--- src/rtl/native_delay_sweeper.sv ---
// native_delay_sweeper: native-port initiator that steps IDELAY taps with VTC held off,
// verifies each tap by readback, and reports the high-sample count per tap.
module native_delay_sweeper #(
   parameter int NATIVE_ADDR_WDITH = 2,
   parameter int NATIVE_DATA_WIDTH = 32,
   parameter int TIMEOUT_CYCLES = 1024,
   parameter int SETTLE_CYCLES = 16,
   parameter int WINDOW_CYCLES = 256
) (
   input  logic                         NATIVE_CLK,
   input  logic                         rst_n,
   input  logic                         start,
   input  logic [8:0]                   tap_first,
   input  logic [8:0]                   tap_last,
   input  logic [8:0]                   tap_step,
   input  logic                         sample_in,
   output logic                         busy,
   output logic                         done,
   output logic [1:0]                   error,
   output logic                         res_valid,
   output logic [8:0]                   res_tap,
   output logic [8:0]                   res_ones,
   output logic                         NATIVE_EN,
   output logic                         NATIVE_WR,
   output logic [NATIVE_ADDR_WDITH-1:0] NATIVE_ADDR,
   output logic [NATIVE_DATA_WIDTH-1:0] NATIVE_DATA_IN,
   input  logic [NATIVE_DATA_WIDTH-1:0] NATIVE_DATA_OUT,
   input  logic                         NATIVE_READY
);
   localparam int MX_SW = (SETTLE_CYCLES > WINDOW_CYCLES) ? SETTLE_CYCLES : WINDOW_CYCLES;
   localparam int MX = (TIMEOUT_CYCLES > MX_SW) ? TIMEOUT_CYCLES : MX_SW;
   localparam int CW = $clog2(MX);
   typedef enum logic [3:0] {IDLE, VTC_OFF, SET, READ, SETTLE, SAMPLE, REPORT, VTC_ON, FIN, WAIT} state_t;
   state_t state_q, state_d, ret_q, ret_d, iss_ret;
   logic [CW-1:0] cnt_q, cnt_d;
   logic [8:0] cur_q, cur_d, last_q, last_d, step_q, step_d, ones_q, ones_d;
   logic [8:0] res_tap_q, res_tap_d, res_ones_q, res_ones_d;
   logic busy_q, busy_d, done_q, done_d, res_valid_q, res_valid_d;
   logic [1:0] error_q, error_d;
   logic en_q, en_d, wr_q, wr_d, iss, iss_wr;
   logic [NATIVE_ADDR_WDITH-1:0] addr_q, addr_d, iss_addr;
   logic [NATIVE_DATA_WIDTH-1:0] data_q, data_d, iss_data;
   logic [9:0] nxt;
   logic unused_ok;
   assign unused_ok = &{1'b0, NATIVE_DATA_OUT[NATIVE_DATA_WIDTH-1:9]};
   assign nxt = {1'b0, cur_q} + {1'b0, step_q};
   always_comb begin
      state_d = state_q;
      ret_d = ret_q;
      cnt_d = cnt_q;
      cur_d = cur_q;
      last_d = last_q;
      step_d = step_q;
      ones_d = ones_q;
      res_tap_d = res_tap_q;
      res_ones_d = res_ones_q;
      busy_d = busy_q;
      done_d = 1'b0;
      res_valid_d = 1'b0;
      error_d = error_q;
      en_d = 1'b0;
      wr_d = wr_q;
      addr_d = addr_q;
      data_d = data_q;
      iss = 1'b0;
      iss_wr = 1'b1;
      iss_addr = '0;
      iss_data = data_q;
      iss_ret = IDLE;
      case (state_q)
         IDLE: if (start) begin
            if (tap_first > tap_last) begin
               error_d = 2'b11;
               done_d = 1'b1;
            end else begin
               error_d = 2'b00;
               busy_d = 1'b1;
               cur_d = tap_first;
               last_d = tap_last;
               step_d = (tap_step == 9'd0) ? 9'd1 : tap_step;
               state_d = VTC_OFF;
            end
         end
         VTC_OFF: begin
            iss = 1'b1;
            iss_addr = NATIVE_ADDR_WDITH'(1);
            iss_data = '0;
            iss_ret = SET;
         end
         SET: begin
            iss = 1'b1;
            iss_data = NATIVE_DATA_WIDTH'(cur_q);
            iss_ret = READ;
         end
         READ: begin
            iss = 1'b1;
            iss_wr = 1'b0;
            iss_ret = SETTLE;
         end
         // EN cycle has cnt 0; READY only counts from the 3rd cycle after it
         WAIT: begin
            cnt_d = cnt_q + CW'(1);
            if (cnt_q >= CW'(3) && NATIVE_READY) begin
               if (!wr_q && NATIVE_DATA_OUT[8:0] != cur_q) error_d = 2'b10;
               state_d = ret_q;
               cnt_d = '0;
            end else if (cnt_q == CW'(TIMEOUT_CYCLES - 1)) begin
               error_d = 2'b01;
               state_d = (ret_q == FIN) ? FIN : VTC_ON;
               cnt_d = '0;
            end
         end
         SETTLE: begin
            cnt_d = cnt_q + CW'(1);
            if (cnt_q == CW'(SETTLE_CYCLES - 1)) begin
               cnt_d = '0;
               ones_d = '0;
               state_d = SAMPLE;
            end
         end
         SAMPLE: begin
            cnt_d = cnt_q + CW'(1);
            if (sample_in && ones_q != 9'h1FF) ones_d = ones_q + 9'd1;
            if (cnt_q == CW'(WINDOW_CYCLES - 1)) begin
               cnt_d = '0;
               state_d = REPORT;
            end
         end
         REPORT: begin
            res_valid_d = 1'b1;
            res_tap_d = cur_q;
            res_ones_d = ones_q;
            if (nxt > {1'b0, last_q}) state_d = VTC_ON;
            else begin
               cur_d = nxt[8:0];
               state_d = SET;
            end
         end
         VTC_ON: begin
            iss = 1'b1;
            iss_addr = NATIVE_ADDR_WDITH'(1);
            iss_data = NATIVE_DATA_WIDTH'(1);
            iss_ret = FIN;
         end
         FIN: begin
            done_d = 1'b1;
            busy_d = 1'b0;
            state_d = IDLE;
         end
         default: state_d = IDLE;
      endcase
      if (iss) begin
         en_d = 1'b1;
         wr_d = iss_wr;
         addr_d = iss_addr;
         data_d = iss_data;
         ret_d = iss_ret;
         cnt_d = '0;
         state_d = WAIT;
      end
   end
   always_ff @(posedge NATIVE_CLK or negedge rst_n) begin
      if (!rst_n) begin
         state_q <= IDLE;
         ret_q <= IDLE;
         cnt_q <= '0;
         cur_q <= '0;
         last_q <= '0;
         step_q <= '0;
         ones_q <= '0;
         res_tap_q <= '0;
         res_ones_q <= '0;
         busy_q <= 1'b0;
         done_q <= 1'b0;
         res_valid_q <= 1'b0;
         error_q <= 2'b00;
         en_q <= 1'b0;
         wr_q <= 1'b0;
         addr_q <= '0;
         data_q <= '0;
      end else begin
         state_q <= state_d;
         ret_q <= ret_d;
         cnt_q <= cnt_d;
         cur_q <= cur_d;
         last_q <= last_d;
         step_q <= step_d;
         ones_q <= ones_d;
         res_tap_q <= res_tap_d;
         res_ones_q <= res_ones_d;
         busy_q <= busy_d;
         done_q <= done_d;
         res_valid_q <= res_valid_d;
         error_q <= error_d;
         en_q <= en_d;
         wr_q <= wr_d;
         addr_q <= addr_d;
         data_q <= data_d;
      end
   end
   assign busy = busy_q;
   assign done = done_q;
   assign error = error_q;
   assign res_valid = res_valid_q;
   assign res_tap = res_tap_q;
   assign res_ones = res_ones_q;
   assign NATIVE_EN = en_q;
   assign NATIVE_WR = wr_q;
   assign NATIVE_ADDR = addr_q;
   assign NATIVE_DATA_IN = data_q;
endmodule
--- config.mk ---
export PLATFORM = sky130hd
export DESIGN_NAME = native_delay_sweeper
export DESIGN_NICKNAME = d
export VERILOG_FILES = /design/src/rtl/native_delay_sweeper.sv
export SDC_FILE = /design/constraint.sdc
export NUM_CORES = 1
export LEC_CHECK = 0
export CAP_MARGIN = 20
export CORE_MARGIN = 2
export CORE_UTILIZATION = 40
export DETAILED_ROUTE_END_ITERATION = 8
export DONT_BUFFER_PORTS = 1
export SETUP_SLACK_MARGIN = 0.5
export SLEW_MARGIN = 20
export SYNTH_ARGS = -nofsm -noshare
export SYNTH_HDL_FRONTEND = slang
export SYNTH_SLANG_ARGS = --single-unit
--- constraint.sdc ---
create_clock -name NATIVE_CLK -period 5.55 [get_ports NATIVE_CLK]
set_clock_uncertainty 0.15 [all_clocks]
set_input_delay 0.555 -clock NATIVE_CLK [delete_from_list [all_inputs] [get_ports NATIVE_CLK]]
set_output_delay 0.555 -clock NATIVE_CLK [all_outputs]
set_load 0.01 [all_outputs]
==> run summary <==
The flow ran to the end, and the final reports show no timing, DRC or antenna violations. The number of antenna diodes in the final layout is 0. The number of nets at the end of the flow was 646.

The number of failing setup endpoints in the final timing report was 0; the first-pass GRT wire length was 20100 microns. In this run the clock root is driven by a sky130_fd_sc_hd__clkbuf_16. The number of synthesized flops with an enable pin was 0; the count of port buffers added during placement was 0. The overall die width is 118 microns. The worst slew slack as a fraction of its limit is 0.464. STA classifies the critical path endpoint as a register. The power per cell area was 591 nW/um^2; the later-pin clock latency in the skew report was 0.35 ns.

TritonCTS built the clock tree. Post-CTS setup repair buffer count: 0. The total number of H-tree levels is 3, and the initial antenna violation count is 0.

The first TritonRoute pass finished after 5 iterations. The tools report the remaining antenna violation count after routing as 0. Wires add up to 11900 microns. Counting the buffers created by CTS gives 9. Timing analysis after detailed placement gives a worst setup slack of 1.05 ns. The worst setup path is launched from a register. The average routed wire per standard cell was 16.4 microns.

The signed area change from the synthesized netlist to the final layout works out to 7.42%. The all-layer global routing usage was 0.180; the maximum root-to-sink buffer count was 2. Number of global-route vias before repair: 3953. The critical path is of the register to register type. The arrival time at the worst endpoint was 4.61 ns; the clock transition at the registers of the reported paths was 0.07 ns. Synthesis inferred 89 register bits. The smallest clock period supported by the final layout is computed as 4.53 ns. The endpoint identified for the worst register-to-register timing path is cur_q[8]. Number of max-slew violations in the final report: 0. Counting every sink on the clock net gives 89. The most common library cell in the layout ignoring fill and taps is sky130_fd_sc_hd__nand2_1.

The post-synthesis instance total is 557. The analysis attributes to cell leakage a power of 2.66 nW. During I/O placement, the number of pins put on the boundary was 123.

The number of placement rows is 41, and the number of remaining DRC errors is 0. Across the VDD grid, the largest voltage drop is 0.331 mV. Of all nets on the critical path, the largest fanout is 9.

The data required time at the worst endpoint was 5.63 ns. Die boundary height: 118 microns. The post-route clock period utilization works out to 0.815. Total die area: 13900 sq um. After layout, the worst setup slack is 1.02 ns. The logs give 221 MHz for the achievable clock frequency and 5170 sq um for the area of the mapped netlist.

The origin of the critical flop-to-flop path is cur_q[0]. In the layout the commonest cells are sky130_fd_sc_hd__nand2_1, sky130_fd_sc_hd__dfrtp_1, sky130_fd_sc_hd__o21ai_0. After the first detailed-routing iteration, the DRC count stood at 252. The share of the yosys chip area belonging to registers is 0.430, and the area of the core is 12600 sq um. The ratio of cells with drive above 1 in the final layout was 0.0881; the largest net degree at the start of global routing was 90. The tools report the initial core utilization as 0.410. The tools report the number of violations of the max-capacitance limit as 0.

Setup repair after global routing left no endpoint under its margin. The tools report the count of synthesis-stage warnings from yosys as 0. The number of instances on the worst hold path came out at 1. In the synthesized netlist the dominant register cell turns out to be sky130_fd_sc_hd__dfrtp_1. The synthesized area per cell came out at 9.29 sq um. At the pin with the least slew margin, the transition time is 0.804 ns.

The number of distinct library cells after synthesis was 59. The count of endpoints failing hold in the final timing report was 0. For hold timing, the worst endpoint is step_q[2].

Dividing the detail-routed via count by the number of cells gives 5.33. The setup slack of the most critical reg-to-reg path came out at 1.02 ns. The path class of the tightest hold or removal check is input port to register.

The HPWL after detailed placement is 8670 microns. The start point of the worst hold path is tap_step[2]. The tools report the number of gates given a new drive strength after cts as 0. Routability-driven placement finished with a final weighted congestion of 0.866. The post-synthesis async set-or-reset flop share is 1.00.

For the final routed database, the setup TNS stands at 0 ns. The run gives 3879 as the via count of the routed design. The path depth of the worst reg2reg path came out at 13. Total grt overflow: 0.
## critical path, cell delays in order, from the launching register on
cell and delay [ns]:
sky130_fd_sc_hd__dfrtp_1 0.40, sky130_fd_sc_hd__ha_1 0.25, sky130_fd_sc_hd__fa_1 0.41, sky130_fd_sc_hd__a21o_1 0.21, sky130_fd_sc_hd__a221oi_1 0.40, sky130_fd_sc_hd__o21ai_0 0.19
sky130_fd_sc_hd__xor2_1 0.19, sky130_fd_sc_hd__ha_1 0.31, sky130_fd_sc_hd__and2_1 0.16, sky130_fd_sc_hd__a221o_1 0.17, sky130_fd_sc_hd__a21oi_1 0.05, sky130_fd_sc_hd__o311ai_1 0.58
sky130_fd_sc_hd__a2bb2oi_2 0.51, sky130_fd_sc_hd__mux2_2 0.41
## timing repair
action                                  CTS  global route
endpoints found under the hold margin    89             0
endpoints found under the setup margin    0             0
hold buffers                              2             0
## synth_stat cells, types with 2 or more instances
cell type / n / share of area
sky130_fd_sc_hd__o21a_1: 2 / 0.0029
sky130_fd_sc_hd__a21oi_1: 28 / 0.027
sky130_fd_sc_hd__nor2b_1: 6 / 0.0073
sky130_fd_sc_hd__xnor2_1: 6 / 0.010
sky130_fd_sc_hd__nand2b_1: 5 / 0.0060
sky130_fd_sc_hd__a221oi_1: 2 / 0.0034
sky130_fd_sc_hd__buf_1: 2 / 0.0015
sky130_fd_sc_hd__a22o_1: 3 / 0.0051
sky130_fd_sc_hd__ha_1: 30 / 0.073
sky130_fd_sc_hd__a41oi_1: 3 / 0.0051
sky130_fd_sc_hd__mux2i_1: 4 / 0.0077
sky130_fd_sc_hd__xor2_1: 17 / 0.029
sky130_fd_sc_hd__and2_1: 3 / 0.0036
sky130_fd_sc_hd__nand2_1: 101 / 0.073
sky130_fd_sc_hd__and3_1: 5 / 0.0060
sky130_fd_sc_hd__buf_2: 4 / 0.0039
sky130_fd_sc_hd__o31ai_1: 3 / 0.0044
sky130_fd_sc_hd__nand4_1: 5 / 0.0060
sky130_fd_sc_hd__nor4_1: 5 / 0.0060
sky130_fd_sc_hd__nand3_1: 17 / 0.016
sky130_fd_sc_hd__o22ai_1: 2 / 0.0024
sky130_fd_sc_hd__buf_4: 24 / 0.035
sky130_fd_sc_hd__or3_1: 3 / 0.0036
sky130_fd_sc_hd__o21bai_1: 2 / 0.0029
sky130_fd_sc_hd__nor3_1: 7 / 0.0068
sky130_fd_sc_hd__a21o_1: 7 / 0.010
sky130_fd_sc_hd__dfrtp_1: 89 / 0.43
sky130_fd_sc_hd__clkbuf_1: 14 / 0.010
sky130_fd_sc_hd__o22a_1: 2 / 0.0034
sky130_fd_sc_hd__a211oi_1: 3 / 0.0044
sky130_fd_sc_hd__inv_1: 26 / 0.019
sky130_fd_sc_hd__a31oi_1: 7 / 0.0085
sky130_fd_sc_hd__a22oi_1: 9 / 0.013
sky130_fd_sc_hd__nor2_1: 29 / 0.021
sky130_fd_sc_hd__o21ai_0: 38 / 0.037
sky130_fd_sc_hd__nand3b_1: 2 / 0.0029
sky130_fd_sc_hd__mux2_2: 20 / 0.044
## report_power, final
| group | switching [mW] | internal (mW) |
|---|---|---|
| Clock | 0.278 | 0.326 |
| Sequential | 0.315 | 0.868 |
| Combinational | 0.831 | 0.665 |
## final cells by class
class | instances | area, sq um
clock buffer | 10 | 239
clock inverter | 6 | 55.1
fill | 1251 | 7060
inverter | 27 | 101
multi-input combinational | 419 | 2660
sequential | 89 | 2230
tap | 172 | 215
timing repair buffer | 5 | 60.1
## logic make-up after synthesis
kind of cell | after synthesis | share of synthesized area
AO/OA/AOI/OAI | 124 | 0.162
AND/OR/NAND/NOR | 193 | 0.168
adder cells (fa/ha/maj) | 31 | 0.0764
multiplexers | 24 | 0.0513
XOR/XNOR | 23 | 0.0389
other | 1 | 0.000725
flip-flops | 89 | 0.430
buffers and inverters | 72 | 0.0720
## state kept, by name, indices dropped and copies added (netlist names)
signal,cells
NATIVE_DATA_IN,9
state_q,4
cur_q,9
ret_q,4
NATIVE_WR,1
ones_q,9
step_q,9
busy,1
res_ones,9
cnt_q,10
NATIVE_EN,1
done,1
res_valid,1
NATIVE_ADDR,1
last_q,9
res_tap,9
error,2
## worst max-delay path by stage
stage	start	endpoint	slack, ns	cells past startpoint
finish	cur_q[0]	cur_q[8]	1.02	13
global route	cur_q[0]	cur_q[8]	0.79	13
CTS	cur_q[0]	cur_q[8]	1.03	13
detailed placement	cur_q[0]	cur_q[8]	1.05	13
global placement	cur_q[0]	cur_q[8]	1.16	13
floorplan	cur_q[0]	cur_q[1]	1.61	13
## metal layers
layer	GRT usage	vias up	wire [microns]
li1	-	1881	-
met1	0.226	1881	5230
met2	0.295	105	5770
met3	0.0707	12	820
met4	0.0324	0	106
met5	0	-	0
## per-stage QoR
step | hold slack [ns] | cells | util | power (mW) | cell area, sq um
3_3_place_gp | 0.113 | 710 | 0.414 | 2.61 | 5230
5_1_grt | 0.183 | 728 | 0.441 | 3.59 | 5560
2_1_floorplan | 0.109 | 580 | - | 2.32 | 5260
3_5_place_dp | 0.113 | 710 | 0.414 | 2.68 | 5230
4_1_cts | 0.191 | 728 | 0.441 | 3.31 | 5560
6_report | 0.199 | 728 | 0.441 | 3.28 | 5560
No activity file was read; power rests on OpenSTA's default activity.
